**src/rtl/ahb_pkg.sv**
```systemverilog
// Shared AHB definitions: htrans encodings and the write-master FSM state type.
package ahb_pkg;

    localparam logic [1:0] HTRANS_IDLE   = 2'b00;
    localparam logic [1:0] HTRANS_NONSEQ = 2'b10;

    typedef enum logic [2:0] {
        ST_WAIT_RDY  = 3'd0,
        ST_IDLE      = 3'd1,
        ST_ADDR      = 3'd2,
        ST_ADDR_DATA = 3'd3,
        ST_DATA      = 3'd4
    } ahb_state_e;

    // True in the states that present a NONSEQ address phase on the bus.
    function automatic logic is_addr_phase(ahb_state_e s);
        return (s == ST_ADDR) || (s == ST_ADDR_DATA);
    endfunction

endpackage

```
**src/rtl/ahb_req_fifo.sv**
```systemverilog
// Request FIFO for the AHB write master; depth must be a power of two so the
// pointers wrap naturally. A push while full is accepted only with a same-cycle pop.
module ahb_req_fifo #(
    parameter int width = 8,
    parameter int depth = 4
) (
    input  logic                     hclk,
    input  logic                     hresetn,
    input  logic                     push,
    input  logic [width-1:0]         wdata,
    input  logic                     pop,
    output logic [width-1:0]         rdata,
    output logic                     full,
    output logic                     empty,
    output logic [$clog2(depth):0]   count
);

    localparam int AW = $clog2(depth);

    logic [width-1:0] mem [depth];
    logic [AW-1:0]    wr_ptr;
    logic [AW-1:0]    rd_ptr;
    logic [AW:0]      cnt;
    logic             do_push;
    logic             do_pop;

    assign empty   = (cnt == '0);
    assign full    = (cnt == (AW+1)'(depth));
    assign do_pop  = pop && !empty;
    assign do_push = push && (!full || do_pop);
    assign rdata   = mem[rd_ptr];
    assign count   = cnt;

    always_ff @(posedge hclk or negedge hresetn) begin
        if (!hresetn) begin
            wr_ptr <= '0;
            rd_ptr <= '0;
            cnt    <= '0;
        end else begin
            if (do_push) wr_ptr <= wr_ptr + 1'b1;
            if (do_pop)  rd_ptr <= rd_ptr + 1'b1;
            if (do_push && !do_pop)      cnt <= cnt + 1'b1;
            else if (!do_push && do_pop) cnt <= cnt - 1'b1;
        end
    end

    always_ff @(posedge hclk) begin
        if (do_push) mem[wr_ptr] <= wdata;
    end

endmodule

```
**src/rtl/ahb_master_wr.sv**
```systemverilog
// Pipelined AHB-Lite single-write master fed by a request FIFO.
// Optional AHB_MASTER_WR_STATS_EN adds a 32-bit completed-write counter (wr_count).
// Request side: a request transfers on a rising edge where req_valid && req_ready;
// req_ready depends only on registered state, never on hready.
module ahb_master_wr
    import ahb_pkg::*;
#(
    parameter int addrWidth = 8,
    parameter int dataWidth = 32,
    parameter int fifoDepth = 4
) (
    input  logic                 hclk,
    input  logic                 hresetn,
    input  logic                 req_valid,
    output logic                 req_ready,
    input  logic [addrWidth-1:0] req_addr,
    input  logic [dataWidth-1:0] req_data,
    output logic                 hselx,
    output logic [addrWidth-1:0] haddr,
    output logic                 hwrite,
    output logic [1:0]           htrans,
    output logic [dataWidth-1:0] hwdata,
    input  logic                 hready,
    output logic                 busy,
`ifdef AHB_MASTER_WR_STATS_EN
    output logic [31:0]          wr_count,
`endif
    output logic [2:0]           dbg_state
);

    localparam int CW = $clog2(fifoDepth) + 1;
    localparam int EW = addrWidth + dataWidth;

    ahb_state_e           state;
    ahb_state_e           state_nxt;
    logic                 fifo_push;
    logic                 fifo_pop;
    logic                 fifo_full;
    logic                 fifo_empty;
    logic [CW-1:0]        fifo_count;
    logic [EW-1:0]        head;
    logic [addrWidth-1:0] head_addr;
    logic [dataWidth-1:0] head_data;
    logic                 addr_done;
    logic                 data_done;
    logic                 more_after_pop;

    assign head_addr      = head[EW-1 -: addrWidth];
    assign head_data      = head[dataWidth-1:0];
    assign fifo_push      = req_valid && req_ready;
    assign addr_done      = is_addr_phase(state) && hready;
    assign data_done      = ((state == ST_ADDR_DATA) || (state == ST_DATA)) && hready;
    assign fifo_pop       = addr_done;
    // Another entry remains once the current head is popped (a same-cycle push counts).
    assign more_after_pop = (fifo_count > CW'(1)) || fifo_push;
    assign dbg_state      = state;

    ahb_req_fifo #(
        .width (EW),
        .depth (fifoDepth)
    ) u_fifo (
        .hclk    (hclk),
        .hresetn (hresetn),
        .push    (fifo_push),
        .wdata   ({req_addr, req_data}),
        .pop     (fifo_pop),
        .rdata   (head),
        .full    (fifo_full),
        .empty   (fifo_empty),
        .count   (fifo_count)
    );

    always_ff @(posedge hclk or negedge hresetn) begin
        if (!hresetn) state <= ST_WAIT_RDY;
        else          state <= state_nxt;
    end

    always_comb begin
        state_nxt = state;
        case (state)
            ST_WAIT_RDY:  if (hready) state_nxt = ST_IDLE;
            ST_IDLE:      if (!fifo_empty) state_nxt = ST_ADDR;
            ST_ADDR,
            ST_ADDR_DATA: if (hready) state_nxt = more_after_pop ? ST_ADDR_DATA : ST_DATA;
            ST_DATA:      if (hready) state_nxt = fifo_empty ? ST_IDLE : ST_ADDR;
            default:      state_nxt = ST_WAIT_RDY;
        endcase
    end

    always_comb begin
        htrans    = HTRANS_IDLE;
        hselx     = 1'b0;
        hwrite    = 1'b0;
        haddr     = '0;
        if (is_addr_phase(state)) begin
            htrans = HTRANS_NONSEQ;
            hselx  = 1'b1;
            hwrite = 1'b1;
            haddr  = head_addr;
        end
        req_ready = (state != ST_WAIT_RDY) && !fifo_full;
        busy      = ((state != ST_IDLE) && (state != ST_WAIT_RDY)) || (fifo_count != '0);
    end

    // Write data is captured as the address phase completes and held through wait states.
    always_ff @(posedge hclk or negedge hresetn) begin
        if (!hresetn)       hwdata <= '0;
        else if (addr_done) hwdata <= head_data;
    end

`ifdef AHB_MASTER_WR_STATS_EN
    always_ff @(posedge hclk or negedge hresetn) begin
        if (!hresetn)       wr_count <= '0;
        else if (data_done) wr_count <= wr_count + 32'd1;
    end
`endif

endmodule

```
**config.mk**
```make
export PLATFORM = sky130hd
export DESIGN_NAME = ahb_master_wr
export DESIGN_NICKNAME = d
export VERILOG_FILES = /design/src/rtl/ahb_pkg.sv /design/src/rtl/ahb_req_fifo.sv /design/src/rtl/ahb_master_wr.sv
export SDC_FILE = /design/constraint.sdc
export NUM_CORES = 1
export LEC_CHECK = 0
export ABC_AREA = 1
export BUFFER_PORTS_ARGS = -buffer_cell sky130_fd_sc_hd__buf_4
export CAP_MARGIN = 25
export CORE_ASPECT_RATIO = 1.2
export CORE_MARGIN = 4
export CORE_UTILIZATION = 60
export DETAILED_ROUTE_END_ITERATION = 8
export GPL_TIMING_DRIVEN = 0
export PLACE_DENSITY = 0.82
export SLEW_MARGIN = 5
export SYNTH_ARGS = -nofsm -noshare
export SYNTH_HDL_FRONTEND = slang
export SYNTH_SLANG_ARGS = --single-unit
export TNS_END_PERCENT = 10
```
**constraint.sdc**
```tcl
create_clock -name hclk -period 8.3 [get_ports hclk]
set_clock_uncertainty 0.15 [all_clocks]
set_input_delay 1.66 -clock hclk [delete_from_list [all_inputs] [get_ports hclk]]
set_output_delay 1.66 -clock hclk [all_outputs]
set_load 0.02 [all_outputs]
```
Word level (Yosys, flattened, before mapping)
Memories as Yosys holds them, arrays and structs flattened. Index checks and enable logic that the tools add are counted.

$lt $le $gt $ge: 1. Mux-type cells: 14. Equality and inequality tests: 10. Add/sub/neg operators: 4. Reduce and logical (&&, ||, !) cells: 23.

Operators with widths (number): $mux 3 (7); $pmux 3 s4 (1); $logic_and 1x1->1 (8); $mux 8 (1); $ne 2x2->1 const B (4); $eq 3x2->1 const B (2); $eq 3x3->1 const B (2); $logic_not 3->1 (2); $reduce_bool 3->1 (2); $add 2x1->2 const B (2); $logic_not 1->1 (4); $logic_or 1x1->1 (4); $mux 2 (2); $reduce_and 4->1 (1); $add 3x1->3 const B (1); $eq 3x1->1 const B (1); $gt 3x1->1 const B (1); $mux 1 (3); $ne 3x1->1 const B (1); $sub 3x1->3 const B (1); $reduce_bool 2->1 (1); $reduce_or 2->1 (1).

Input bits: 44. RAM bits: 160. Memories kept: 1. Flip-flop bits (word level): 42. Output and inout port bits: 49. Logic and storage cells: 58.

Memory list: u_fifo.mem (words 4, width 40, rd ports 1, clocked after memory_dff 0, write ports 1, line ahb_req_fifo.sv:20) `logic [width-1:0] mem [depth];`.

Depth between registers and ports, before layout
Word-level depth: 10. Depth in mapped cells: 11. Gate-level depth less buffers: 11.

Hierarchy
A second synthesis with hierarchy kept.

Cells, all modules: 682. Area total of the unflattened synthesis: 8316.7 µm².

Modules (own cells, without submodules): ahb_req_fifo (area each 6774.0 µm², instances 1, cells each 488, seq. area each 4979.8 µm²); ahb_master_wr (area each 1542.7 µm², instances 1, cells each 194, seq. area each 875.8 µm²).

Worst setup path before layout
OpenSTA, ideal clock, no wires.

Path kind: input -> register. Start point: input port req_valid. End point: memory u_fifo.mem[0][0] in the netlist's numbering (enable). Setup time: 0.437 ns. Required time: 7.713 ns. Stages on the path: 2. Path slack: 4.216 ns. Data arrival time: 3.497 ns. Path buffers: 0. Path through: nand3_2 nor2_1.

Cells in the longest elaborated chain, start to end: 4.

Ends and longest elaborated chain: start: declaration (line ahb_master_wr.sv:14) `input logic req_valid,`; $logic_and 1x1->1 (line ahb_master_wr.sv:50) `assign fifo_push = req_valid && req_ready;`; $logic_and 1x1->1 (line ahb_req_fifo.sv:30) `assign do_push = push && (!full || do_pop);`; $mux 1 (line ahb_req_fifo.sv:48) `if (do_push) mem[wr_ptr] <= wdata;`; $mux 1 (implied by the code) (line ahb_req_fifo.sv:48); end: declaration (line ahb_req_fifo.sv:20).

No other way between the ends.

Worst setup path after layout
Start point: register u_fifo.rd_ptr[1]. End point: output port haddr[1].

Cells in the longest elaborated chain, start to end: 2.

Ends and longest elaborated chain: start: declaration (line ahb_req_fifo.sv:22) `logic [AW-1:0] rd_ptr;`; start signal: assignment (line ahb_req_fifo.sv:41) `if (do_pop) rd_ptr <= rd_ptr + 1'b1;`; $mem_v2 4x40; $mux 8 (line ahb_master_wr.sv:95) `if (is_addr_phase(state)) begin`; end: declaration (line ahb_master_wr.sv:19) `output logic [addrWidth-1:0] haddr,`.

No other way between the ends.

==> out/summary.txt <==
dpl ws: 4.793 ns
worst hold path cell count: 2
path length in cells of the critical path: 6
Max H-tree Level: 1
Netlist cell types: 26
area delta synth->final: 20.34%
Clock Pin Slew Worst Setup and Hold Paths: 0.06 ns
syn avg cell area: 12.49 sq um
post-CTS setup buffer count: 0
CORE AREA: 12720 sq um
number of synthesized flops with an enable pin: 160
area occupied by multi-input gates: 1780 sq um
1st-iter DRT viols: 560
Seq/Total Area, Yosys: 0.7456
Residual DRC: 0
Peak Freq: 260.4 MHz
crit-path leading delay family: buffers and inverters
Hold Vio Cnt, Final: 0
post-synthesis adder-cell area fraction: 0.01434
CTS resizes: 0
outcome: finished clean
DIE WIDTH: 112.4 um
Compound-Gate Fraction of Synth Area: 0.08826
critical path required time: 6.49 ns
CP Cell Sequence: inv_1, clkbuf_1, nor2_1, o21ai_0, a21oi_1, buf_4
initial antenna violation count: 0
Synth async-reset ratio: 0.2079
largest family of logic cells by synthesized area: simple AND/OR/NAND/NOR gates
area share of the largest cell type after synthesis: 0.6118
Starting Density: 0.6172
clk_lat worst skew: 0.47 ns
final wirelength: 18340 um
gr ovfl total: 0
hold buffer count at CTS: 0
post-DP HPWL: 11560 um
CP Capture Type: primary output
RSZ-0062 raised after global routing: false
Mapped Cells: 629
fin nets: 799
Final Slew Violations: 0
Tcrit/Tclk final: 0.4627
R2R depth: 6
die area: 14990 sq um
Worst path max stage delay: 0.47 ns
Lkg Pwr: 3.737 nW
post-route ant nets: 0
met3 Use GR: 0.03726
setup-violating endpoint count in the final report: 0
total CTS buffers: 19
Vias/cell: 5.845
CTS Sinks: 202
grt met2 use: 0.4334
vias in the first global route: 5762
Area contributors post-synth: edfxtp_1, dfrtp_1, nand2_1
router iterations before antenna repair: 5
leading area contributor after synthesis: edfxtp_1
layout cells sized above 1: 0.2177
xor/xnor share of the synthesized area: 0.005576
Final Critical Period: 3.840 ns
global-route wire length before repair: 28860 um
Critical Path AT: 2.03 ns
Ys Warns: 0
largest net degree at the start of global routing: 43
worst slew pin tran: 0.9033 ns
Worst Setup Start Kind: flop
Buffers on Ports: 91
Worst Setup Path Type: reg2out
met1 Resource Use GR: 0.3024
post-synthesis simple-gate area fraction: 0.1142
fillers: 804
syn_nets: 682
power per cell area: 388.8 nW/um^2
class of the worst hold path: reg2reg
GRT Total Usage: 0.2442
max cap viols: 0
worst ir drop on vdd: 0.2381 mV
diode count: 0
gpl congestion: 0.7974
Total Neg Setup Slack: 0 ns
GR peak layer: met2
synth cell count leaders: edfxtp_1, nand2_1, nor2_1
most common cell in the netlist: edfxtp_1
CTS Root Cell: clkbuf_16
Worst Path Max Fanout: 10
mux share of post-synthesis cell area: 0
#FFs+latches synth: 202
clk buf depth: 3
Top Ports: 93
max_slew headroom: 0.3964
via count: 5389
Synth Flop Type: edfxtp_1
storage element area: 5856 sq um
post-DR wirelength/cell: 19.89 um
CTS tree: yes
CP bufs+invs: 3
Die Ht: 133.3 um
Slowest cell on crit path: clkbuf_1
num rows: 45
Final WS setup: 4.460 ns
synthesized cell area: 7854 sq um
## report_power, final
part	internal, mW	switching [mW]
Combinational	0.493	0.933
Clock	0.440	0.347
Sequential	1.36	0.105
## kinds of logic (layout without fill, tap and decap cells)
group,count (synthesis),after routing
simple gates,228,228
flops,202,202
compound gates,129,129
buf+inv,55,184
fa+ha+maj,9,9
xor+xnor,5,5
other cells,1,1
## path summary, 6_finish.rpt
path / startpoint / end / slack (ns)
setup / recovery: u_fifo.rd_ptr[1] / haddr[1] / 4.46
hold reg to reg: hwdata[16] / hwdata[16] / 0.33
setup reg to reg: u_fifo.count[0] / u_fifo.mem[1][10] / 5.67
max in group asynchronous: hresetn / hwdata[4] / 6.56
hold / removal: hwdata[16] / hwdata[16] / 0.33
min in group asynchronous: hresetn / hwdata[20] / 1.04
## worst reg2reg max path: stages (launching register included)
cell and delay [ns]:
dfrtp_1 0.42, inv_1 0.11, ha_1 0.22, nand2_1 0.12, nand3_2 0.28, nor2_4 0.80, buf_16 0.24
## final cells by class
| class | instances | area share |
|---|---|---|
| inverter | 21 | 0.008340 |
| multi-input combinational | 372 | 0.1884 |
| clock inverter | 7 | 0.003707 |
| clock buffer | 26 | 0.05520 |
| timing repair buffer | 96 | 0.08525 |
| buffer | 34 | 0.01787 |
| sequential | 202 | 0.6195 |
| tap | 164 | 0.02171 |
## flip-flops by register name (all words and copies together), names as in the netlist
name / count
u_fifo.mem: 160
u_fifo.rd_ptr: 2
u_fifo.count: 3
hwdata: 32
dbg_state: 3
u_fifo.wr_ptr: 2
## routing by layer
layer  part of all wire  routed length (um)
met5                  0                   0
met3              0.073                1340
met4              0.025                 451
met2               0.53                9647
met1               0.38                6898
## cells in the final DEF (no fill, tap or decap), drive strengths merged
cell type	synthesis	layout
clkbuf	8	34
clkinv	0	6
ha	9	9
a21oi	9	9
conb	1	1
nor2	107	107
xnor2	1	1
and2	1	1
buf	26	122
nand2	118	118
nand3	2	2
inv	21	21
o22ai	33	33
o21ai	87	87
xor2	4	4
dfrtp	42	42
clkinvlp	0	1
edfxtp	160	160
## per-stage QoR
stage | std cells | area (sq um) | hold WS (ns) | total power, mW | utilization
after CTS | 922 | 9452 | 0.3349 | 3.681 | 0.7428
after floorplan | 629 | 7854 | 0.3251 | 2.314 | -
after global placement | 884 | 8742 | 0.3126 | 2.767 | 0.6870
after detailed placement | 889 | 8895 | 0.3179 | 2.881 | 0.6990
after global routing | 922 | 9452 | 0.3550 | 3.864 | 0.7428
final | 922 | 9452 | 0.3297 | 3.675 | 0.7428
Power figures use the tool's default switching activity.
